### config.mk
export PLATFORM = sky130hd
export DESIGN_NAME = pipe_ctrl
export DESIGN_NICKNAME = d
export VERILOG_FILES = /design/src/rtl/pipe_ctrl.sv
export SDC_FILE = /design/constraint.sdc
export NUM_CORES = 1
export LEC_CHECK = 0
export CORE_MARGIN = 2
export CORE_UTILIZATION = 31
export CTS_BUF_LIST = sky130_fd_sc_hd__clkbuf_8
export DETAILED_ROUTE_END_ITERATION = 8
export SYNTH_ARGS = -nofsm -noshare
export SYNTH_HDL_FRONTEND = slang
export SYNTH_SLANG_ARGS = --single-unit
### constraint.sdc
create_clock -name clk -period 4.75 [get_ports clk]
set_input_delay 0.475 -clock clk [delete_from_list [all_inputs] [get_ports clk]]
set_output_delay 0.475 -clock clk [all_outputs]
set_load 0.005 [all_outputs]
### src/rtl/pipe_ctrl.sv
// rtl/pipe_ctrl.sv - pipeline stall/flush/redirect control with mult/div busy tracking
// The MDU down-counter doubles as the RUN (zero) / BUSY (non-zero) state.
module pipe_ctrl #(
  parameter int MULT_CYC = 5,
  parameter int DIV_CYC  = 10,
  parameter int CNT_W    = 16
) (
  input  logic             clk,
  input  logic             reset,
  input  logic             hz_stall,
  input  logic             md_start,
  input  logic             md_div,
  input  logic             md_need_D,
  input  logic             exc_req,
  input  logic             eret_D,
  input  logic             stat_clr,
  output logic             pc_en,
  output logic             D_en,
  output logic             D_clr,
  output logic             E_clr,
  output logic             req,
  output logic             md_busy,
  output logic             md_done,
  output logic [CNT_W-1:0] stall_cnt
);

  localparam int MAX_CYC = (MULT_CYC > DIV_CYC) ? MULT_CYC : DIV_CYC;
  localparam int CW      = $clog2(MAX_CYC + 1);

  logic [CW-1:0]    r_count;
  logic             r_busy;
  logic             r_done;
  logic [CNT_W-1:0] r_stall_cnt;

  logic             w_stall;
  logic [CW-1:0]    w_load_val;

  assign w_stall    = hz_stall | (md_need_D & (r_busy | md_start));
  assign w_load_val = md_div ? CW'(DIV_CYC) : CW'(MULT_CYC);

  // A cancelled (exc_req) issue never loads; an op already counting runs to completion.
  always_ff @(posedge clk or posedge reset) begin
    if (reset) begin
      r_count <= '0;
      r_busy  <= 1'b0;
      r_done  <= 1'b0;
    end else if (r_count != '0) begin
      r_count <= r_count - CW'(1);
      r_busy  <= (r_count != CW'(1));
      r_done  <= (r_count == CW'(1));
    end else begin
      r_done <= 1'b0;
      if (md_start && !exc_req) begin
        r_count <= w_load_val;
        r_busy  <= (w_load_val != '0);
      end
    end
  end

  always_ff @(posedge clk or posedge reset) begin
    if (reset) begin
      r_stall_cnt <= '0;
    end else if (stat_clr) begin
      r_stall_cnt <= '0;
    end else if (w_stall && !exc_req && (r_stall_cnt != {CNT_W{1'b1}})) begin
      r_stall_cnt <= r_stall_cnt + CNT_W'(1);
    end
  end

  // Stall outranks eret so an eret waiting on an EPC hazard is held, not flushed.
  always_comb begin
    pc_en = 1'b1;
    D_en  = 1'b1;
    D_clr = 1'b0;
    E_clr = 1'b0;
    req   = 1'b0;
    if (reset) begin
      pc_en = 1'b0;
      D_en  = 1'b0;
      D_clr = 1'b1;
      E_clr = 1'b1;
    end else if (exc_req) begin
      req = 1'b1;
    end else if (w_stall) begin
      pc_en = 1'b0;
      D_en  = 1'b0;
      E_clr = 1'b1;
    end else if (eret_D) begin
      D_clr = 1'b1;
    end
  end

  assign md_busy   = r_busy;
  assign md_done   = r_done;
  assign stall_cnt = r_stall_cnt;

endmodule
==> run_results.csv, run 1 <==
group,metric,value,unit
clock_tree,cts.sinks,22,
critical_path,cp_max_fo,3,
synthesis,synth_top_family_by_area,"simple AND/OR/NAND/NOR gates",
power,ir_drop,171.6,µV
timing,tns,0,ns
layout,finish.utilization,41.78,%
critical_path,cp.arrival,1.99,ns
layout,area_delta_synth_final,27.47,%
placement,io_buffers,31,
detailed_routing,vias,1220,
synthesis,synth_nets,153,
global_route,use_met2,23.40,%
clock_tree,postCtsSetupBuffers,0,
global_route,grt_max_degree,24,
clock_tree,htreeDepth,1,
clock_tree,hold_buffers,0,
synthesis,synth_compound_area_share,20.79,%
timing,rsz0062_at_grt,"false",
synthesis,synthAdderAreaFrac,2.822,%
critical_path,worst-setup-path-type,"input port to primary output",
floorplan,ios,32,
critical_path,crit_path_start_kind,"input port",
timing,hold_violations,0,
global_route,antenna_found_initial,0,
synthesis,synthMuxAreaShare,2.540,%
placement,place_inst,215,
min_path,hold_class,"flip-flop to flip-flop",
floorplan,core_area,4058,µm²
clock_tree,post_cts_resized,0,
floorplan,die_y,69.50,µm
timing,hold_ws,0.5307,ns
detailed_routing,viasPerCell,5.596,
global_route,met1_usage,18.20,%
global_route,grtUsageMet3,1.744,%
clock_tree,path_clk_slew,0.08,ns
synthesis,synth-seq-cells,22,
layout,design_area,1695,µm²
timing,fin_ws,2.284,ns
layout,diodes,0,
synthesis,ys_seq_area_share,41.39,%
synthesis,ys_dominant_reg_cell,"dfrtp_1",
synthesis,syn_area,1330,µm²
status,run_status,"complete, no violations",
flow_run,drv_cap,0,
clock_tree,clk_latency,0.26,ns
placement,pre_cts_ws,2.266,ns
floorplan,die_area,4830,µm²
detailed_routing,avgRoutedWirePerCell,14.87,µm
synthesis,synth_cell_types,42,
layout,drive_gt1_share,8.333,%
power,power.total,508.8,µW
critical_path,cp-end-kind,"primary output",
timing,worst_slew_pin_slew,0.9559,ns
clock_tree,cts_tree,"built",
synthesis,syn_avg_cell_area,9.433,µm²
timing,finalSetupViolCount,0,
detailed_routing,drt_wl_total,3.241,mm
timing,period_minus_slack,2.466,ns
clock_tree,root_buffer,"clkbuf_8",
global_route,overflow,0,
floorplan,die_x,69.50,µm
global_route,grt_pass1_vias,1220,
timing,maxSlewHeadroom,35.79,%
global_route,busiest_layer,"met2",
detailed_routing,ant_nets,0,
floorplan,start_util,32.78,%
floorplan,rows,23,
critical_path,required,4.28,ns
synthesis,synth_edf_count,0,
synthesis,synthSimpleGateAreaFrac,26.25,%
timing,finClkSkew,0.002771,ns
clock_tree,cts_buffer_depth,2,
power,power.leakage,0.6578,nW
placement,dpl-instance-area,1654,µm²
timing,slew_viol_final,0,
layout,final_cell_count_no_fill,218,
clock_tree,cts_inserted_buffers,3,
timing,period_share,51.91,%
synthesis,synth-xor-area-share,0,%
synthesis,syn_inst,141,
global_route,grt_pass1_wl,5.602,mm
detailed_routing,firstDrtPassIters,4,
power,power_density,300.1,nW/µm²
synthesis,yosysWarnings,0,
placement,place_congestion,0.8087,
detailed_routing,first_iter_violations,80,
timing,fmax,0.4056,GHz
placement,post-dp-hpwl,2.309,mm
global_route,grt_usage,14.06,%
layout,nNetsFinal,182,
detailed_routing,drc,0,
synthesis,async_flop_share,100.0,%
[cell families after synthesis]
group	after synthesis
multiplexers	3
adder cells (fa/ha/maj)	3
buffers and inverters	16
AND/OR/NAND/NOR	55
flip-flops	22
AO/OA/AOI/OAI	42
[state kept, by name (all words and copies together), names as in the netlist]
name and cells:
stall_cnt 16, r_count 4, md_busy 1, md_done 1
[cell type report]
type | instances | area (µm²)
Tap cell | 50 | 62.56
Sequential cell | 22 | 550.5
Inverter | 9 | 33.78
Fill cell | 398 | 2362
Clock buffer | 3 | 41.29
Timing Repair Buffer | 31 | 310.3
Multi-Input combinational cell | 103 | 696.9
[critical path, cell delays in order]
cell             delay, ns
clkdlybuf4s50_1       0.44
o21ai_0               0.23
a21oi_1               0.13
nor2_1                0.18
clkdlybuf4s50_1       0.54
[path summary, 6_finish.rpt]
check / from / endpoint / slack, ns / cells after the start
max: md_start / D_en / 2.28 / 5
min: stall_cnt[14]$_DFFE_PP0P_ / stall_cnt[14]$_DFFE_PP0P_ / 0.53 / 1
max reg2reg: stall_cnt[1]$_DFFE_PP0P_ / stall_cnt[15]$_DFFE_PP0P_ / 2.44 / 5
min reg2reg: stall_cnt[14]$_DFFE_PP0P_ / stall_cnt[14]$_DFFE_PP0P_ / 0.53 / 1
max in group asynchronous: reset / stall_cnt[6]$_DFFE_PP0P_ / 3.43 / 2
min in group asynchronous: reset / md_busy$_DFFE_PP0P_ / 0.79 / 2
[power by group]
part | total (mW) | internal (mW) | switching [mW] | leakage (nW)
Sequential | 0.241 | 0.213 | 0.0280 | 0.294
Clock | 0.115 | 0.0567 | 0.0587 | 0.0216
Combinational | 0.152 | 0.0753 | 0.0766 | 0.343
[cells in the final DEF, fill, tap and decap left out, types with 2 or more instances in the layout]
cell type / synthesis / routed
clkdlybuf4s50_1: 0 / 31
dfrtp_1: 22 / 22
a21oi_1: 18 / 18
o21ai_0: 4 / 4
nand3_1: 2 / 2
or4_1: 8 / 8
nor2_1: 11 / 11
nand2_1: 5 / 5
clkbuf_8: 0 / 3
o31ai_1: 10 / 10
nand3b_1: 2 / 2
nor2b_1: 3 / 3
mux2_2: 3 / 3
a211oi_1: 2 / 2
ha_1: 3 / 3
and3_1: 2 / 2
nand2b_1: 2 / 2
nand4_1: 4 / 4
nor4_1: 4 / 4
inv_1: 9 / 9
[per-layer routing]
metal | share of wire (%) | vias up
met1 | 47 | 594
met3 | 3.6 | 5
met2 | 48 | 29
met4 | 1.9 | 0
li1 | - | 592
met5 | 0 | -
[synth_stat cells, types with 2 or more instances]
cell / n / share of area, %
o21ai_0: 4 / 1.5
dfrtp_1: 22 / 41
nand3_1: 2 / 0.75
nand2b_1: 2 / 0.94
nor2_1: 11 / 3.1
a211oi_1: 2 / 1.1
nor2b_1: 3 / 1.4
mux2_2: 3 / 2.5
o31ai_1: 10 / 5.6
ha_1: 3 / 2.8
nor4_1: 4 / 1.9
nand4_1: 4 / 1.9
and3_1: 2 / 0.94
buf_4: 4 / 2.3
nand2_1: 5 / 1.4
or4_1: 8 / 4.5
a21oi_1: 18 / 6.8
inv_1: 9 / 2.5
nand3b_1: 2 / 1.1
Power figures use the tool's default switching activity.
==> inputs of run 2 (changes only) <==
==> constraint.sdc (replaced) <==
create_clock -name clk -period 2.4 [get_ports clk]
set_input_delay 0.24 -clock clk [delete_from_list [all_inputs] [get_ports clk]]
set_output_delay 0.24 -clock clk [all_outputs]
set_load 0.005 [all_outputs]
==> run 2 against run 1 <==
- hold slack worse by 0.12 ns
- clock skew up 0.0084 ns
- worst setup slack worse by 1.9 ns
- design area up 3.1%
- final cell count up 1.8%
- clock power rose to 3.0 times the previous value
- via count down 0.66%
- clock-buffer cell count unchanged
- global-route usage down 0.39 points
- power up 120%
- sequential power up 97%
- core utilization up 1.3 points
- critical path type is now flip-flop to flip-flop
- critical endpoint is now stall_cnt[0]$_DFFE_PP0P_
- highest routed layer unchanged
==> run_results.csv, run 2 (synthesized netlist as in run 1, its figures left out) <==
group,metric,value,unit
status,run_status,"complete, no violations",
critical_path,r2r_slack,0.36,ns
critical_path,slowest_delay,0.66,ns
clock_tree,path_clk_slew,0.09,ns
clock_tree,hold_buffers,0,
floorplan,core_area,4058,µm²
floorplan,die_area,4830,µm²
placement,place_congestion,0.7930,
global_route,grt_max_degree,23,
detailed_routing,ant_nets,0,
critical_path,worstReg2RegStart,"stall_cnt[0]$_DFFE_PP0P_",
critical_path,cp_max_fo,16,
timing,finClkSkew,0.01117,ns
detailed_routing,firstDrtPassIters,4,
timing,rsz0062_at_grt,"false",
floorplan,rows,23,
timing,finalSetupViolCount,0,
critical_path,cp-end-kind,"flip-flop",
floorplan,die_x,69.50,µm
timing,worst_slew_pin_slew,0.6765,ns
layout,nNetsFinal,185,
global_route,grt_pass1_vias,1166,
min_path,hold_class,"input port to async pin",
clock_tree,cts_inserted_buffers,3,
critical_path,cp-startpoint,"stall_cnt[0]$_DFFE_PP0P_",
timing,period_minus_slack,2.043,ns
layout,drive_gt1_share,10.47,%
power,power.leakage,0.6875,nW
timing,fin_ws,0.3568,ns
power,ir_drop,253.8,µV
power,power.total,1.134,mW
clock_tree,postCtsSetupBuffers,0,
global_route,grt_pass1_wl,5.457,mm
detailed_routing,vias,1212,
clock_tree,post_cts_resized,0,
timing,period_share,85.13,%
detailed_routing,first_iter_violations,39,
detailed_routing,avgRoutedWirePerCell,14.14,µm
layout,largest_reg_flops,16,
layout,area_delta_synth_final,31.42,%
timing,maxSlewHeadroom,54.76,%
timing,hold_violations,0,
floorplan,start_util,32.78,%
detailed_routing,drc,0,
critical_path,crit_path_start_kind,"flip-flop",
critical_path,required,2.58,ns
layout,diodes,0,
timing,slew_viol_final,0,
global_route,antenna_found_initial,0,
timing,fmax,0.4894,GHz
clock_tree,cts_tree,"built",
clock_tree,cts_buffer_depth,2,
flow_run,drv_cap,0,
detailed_routing,viasPerCell,5.459,
critical_path,worst-setup-path-type,"flip-flop to flip-flop",
clock_tree,htreeDepth,1,
clock_tree,root_buffer,"clkbuf_8",
placement,io_buffers,31,
layout,fill_cells,407,
global_route,overflow,0,
layout,layout_common_cells,"31 x clkdlybuf4s50_1, 22 x dfrtp_1, 18 x a21oi_1",
placement,post-dp-hpwl,2.314,mm
timing,tns,0,ns
placement,pre_cts_ws,0.3439,ns
floorplan,ios,32,
critical_path,cp.arrival,2.22,ns
global_route,grt_usage,13.67,%
layout,final_common_cell,"clkdlybuf4s50_1",
critical_path,slowest_stage,"nor4_4",
critical_path,worstPathCellList,"ha_1 -> nand3_2 -> nor4_4 -> buf_4 -> o21ai_0 -> a21oi_1",
clock_tree,clk_latency,0.26,ns
detailed_routing,drt_wl_total,3.140,mm
power,power_density,648.5,nW/µm²
clock_tree,cts.sinks,22,
floorplan,die_y,69.50,µm
run 2: cell count changes in the layout (fill, tap and decap cells not counted):
| cell | previous run | this run |
|---|---|---|
| bufinv_16 | 0 | 1 |
| buf_4 | 0 | 3 |
run 2: final timing paths:
| check | depth (start not counted) | to |
|---|---|---|
| setup reg to reg | 6 | stall_cnt[0]$_DFFE_PP0P_ |
| hold / removal | 3 | stall_cnt[4]$_DFFE_PP0P_ |
| hold reg to reg | 1 | stall_cnt[14]$_DFFE_PP0P_ |
| max in group asynchronous | 3 | r_count[3]$_DFFE_PP0P_ |
| setup / recovery | 6 | stall_cnt[0]$_DFFE_PP0P_ |
| min in group clk | 1 | stall_cnt[14]$_DFFE_PP0P_ |
run 2: per-stage QoR:
step                      std cells  hold WS [ns]  utilization (%)  instance area [µm²]
after floorplan                 141        0.2292                -                 1330
after global placement          218        0.5127            41.32                 1677
after detailed placement        218        0.5136            41.32                 1677
after CTS                       222        0.4145            43.08                 1748
after global routing            222        0.4586            43.08                 1748
final                           222        0.4060            43.08                 1748
run 2: layout make-up:
cell class                 instances  area (µm²)  share of cell area [%]
sequential                        22       550.5                   31.50
multi-input combinational        103       696.9                   39.87
tap                               50       62.56                   3.579
inverter                           9       33.78                   1.933
clock inverter                     1       30.03                   1.718
timing repair buffer              34       332.8                   19.04
clock buffer                       3       41.29                   2.362
run 2: worst max-delay path, delay by kind of cell, from the launching register on:
family	cells	cell delay, ns
DFF	1	0.43
buffers and inverters	1	0.26
and+or+nand+nor	2	0.81
adders and majority gates	1	0.21
AOI/OAI and AO/OA	2	0.25
run 2: layer usage:
metal  track usage (%)  routed length [µm]  vias up
met5                 0                   0        -
met4             5.011                  19        0
met3             1.453                 166        2
met2             21.69                1475       33
met1             19.22                1479      578
li1                  -                   -      599
run 2: power by group:
group | internal, mW | leakage [nW] | switching (mW) | total (mW)
Clock | 0.223 | 0.0357 | 0.122 | 0.344
Sequential | 0.422 | 0.294 | 0.0530 | 0.475
Combinational | 0.158 | 0.358 | 0.156 | 0.314
Total | 0.803 | 0.687 | 0.331 | 1.13
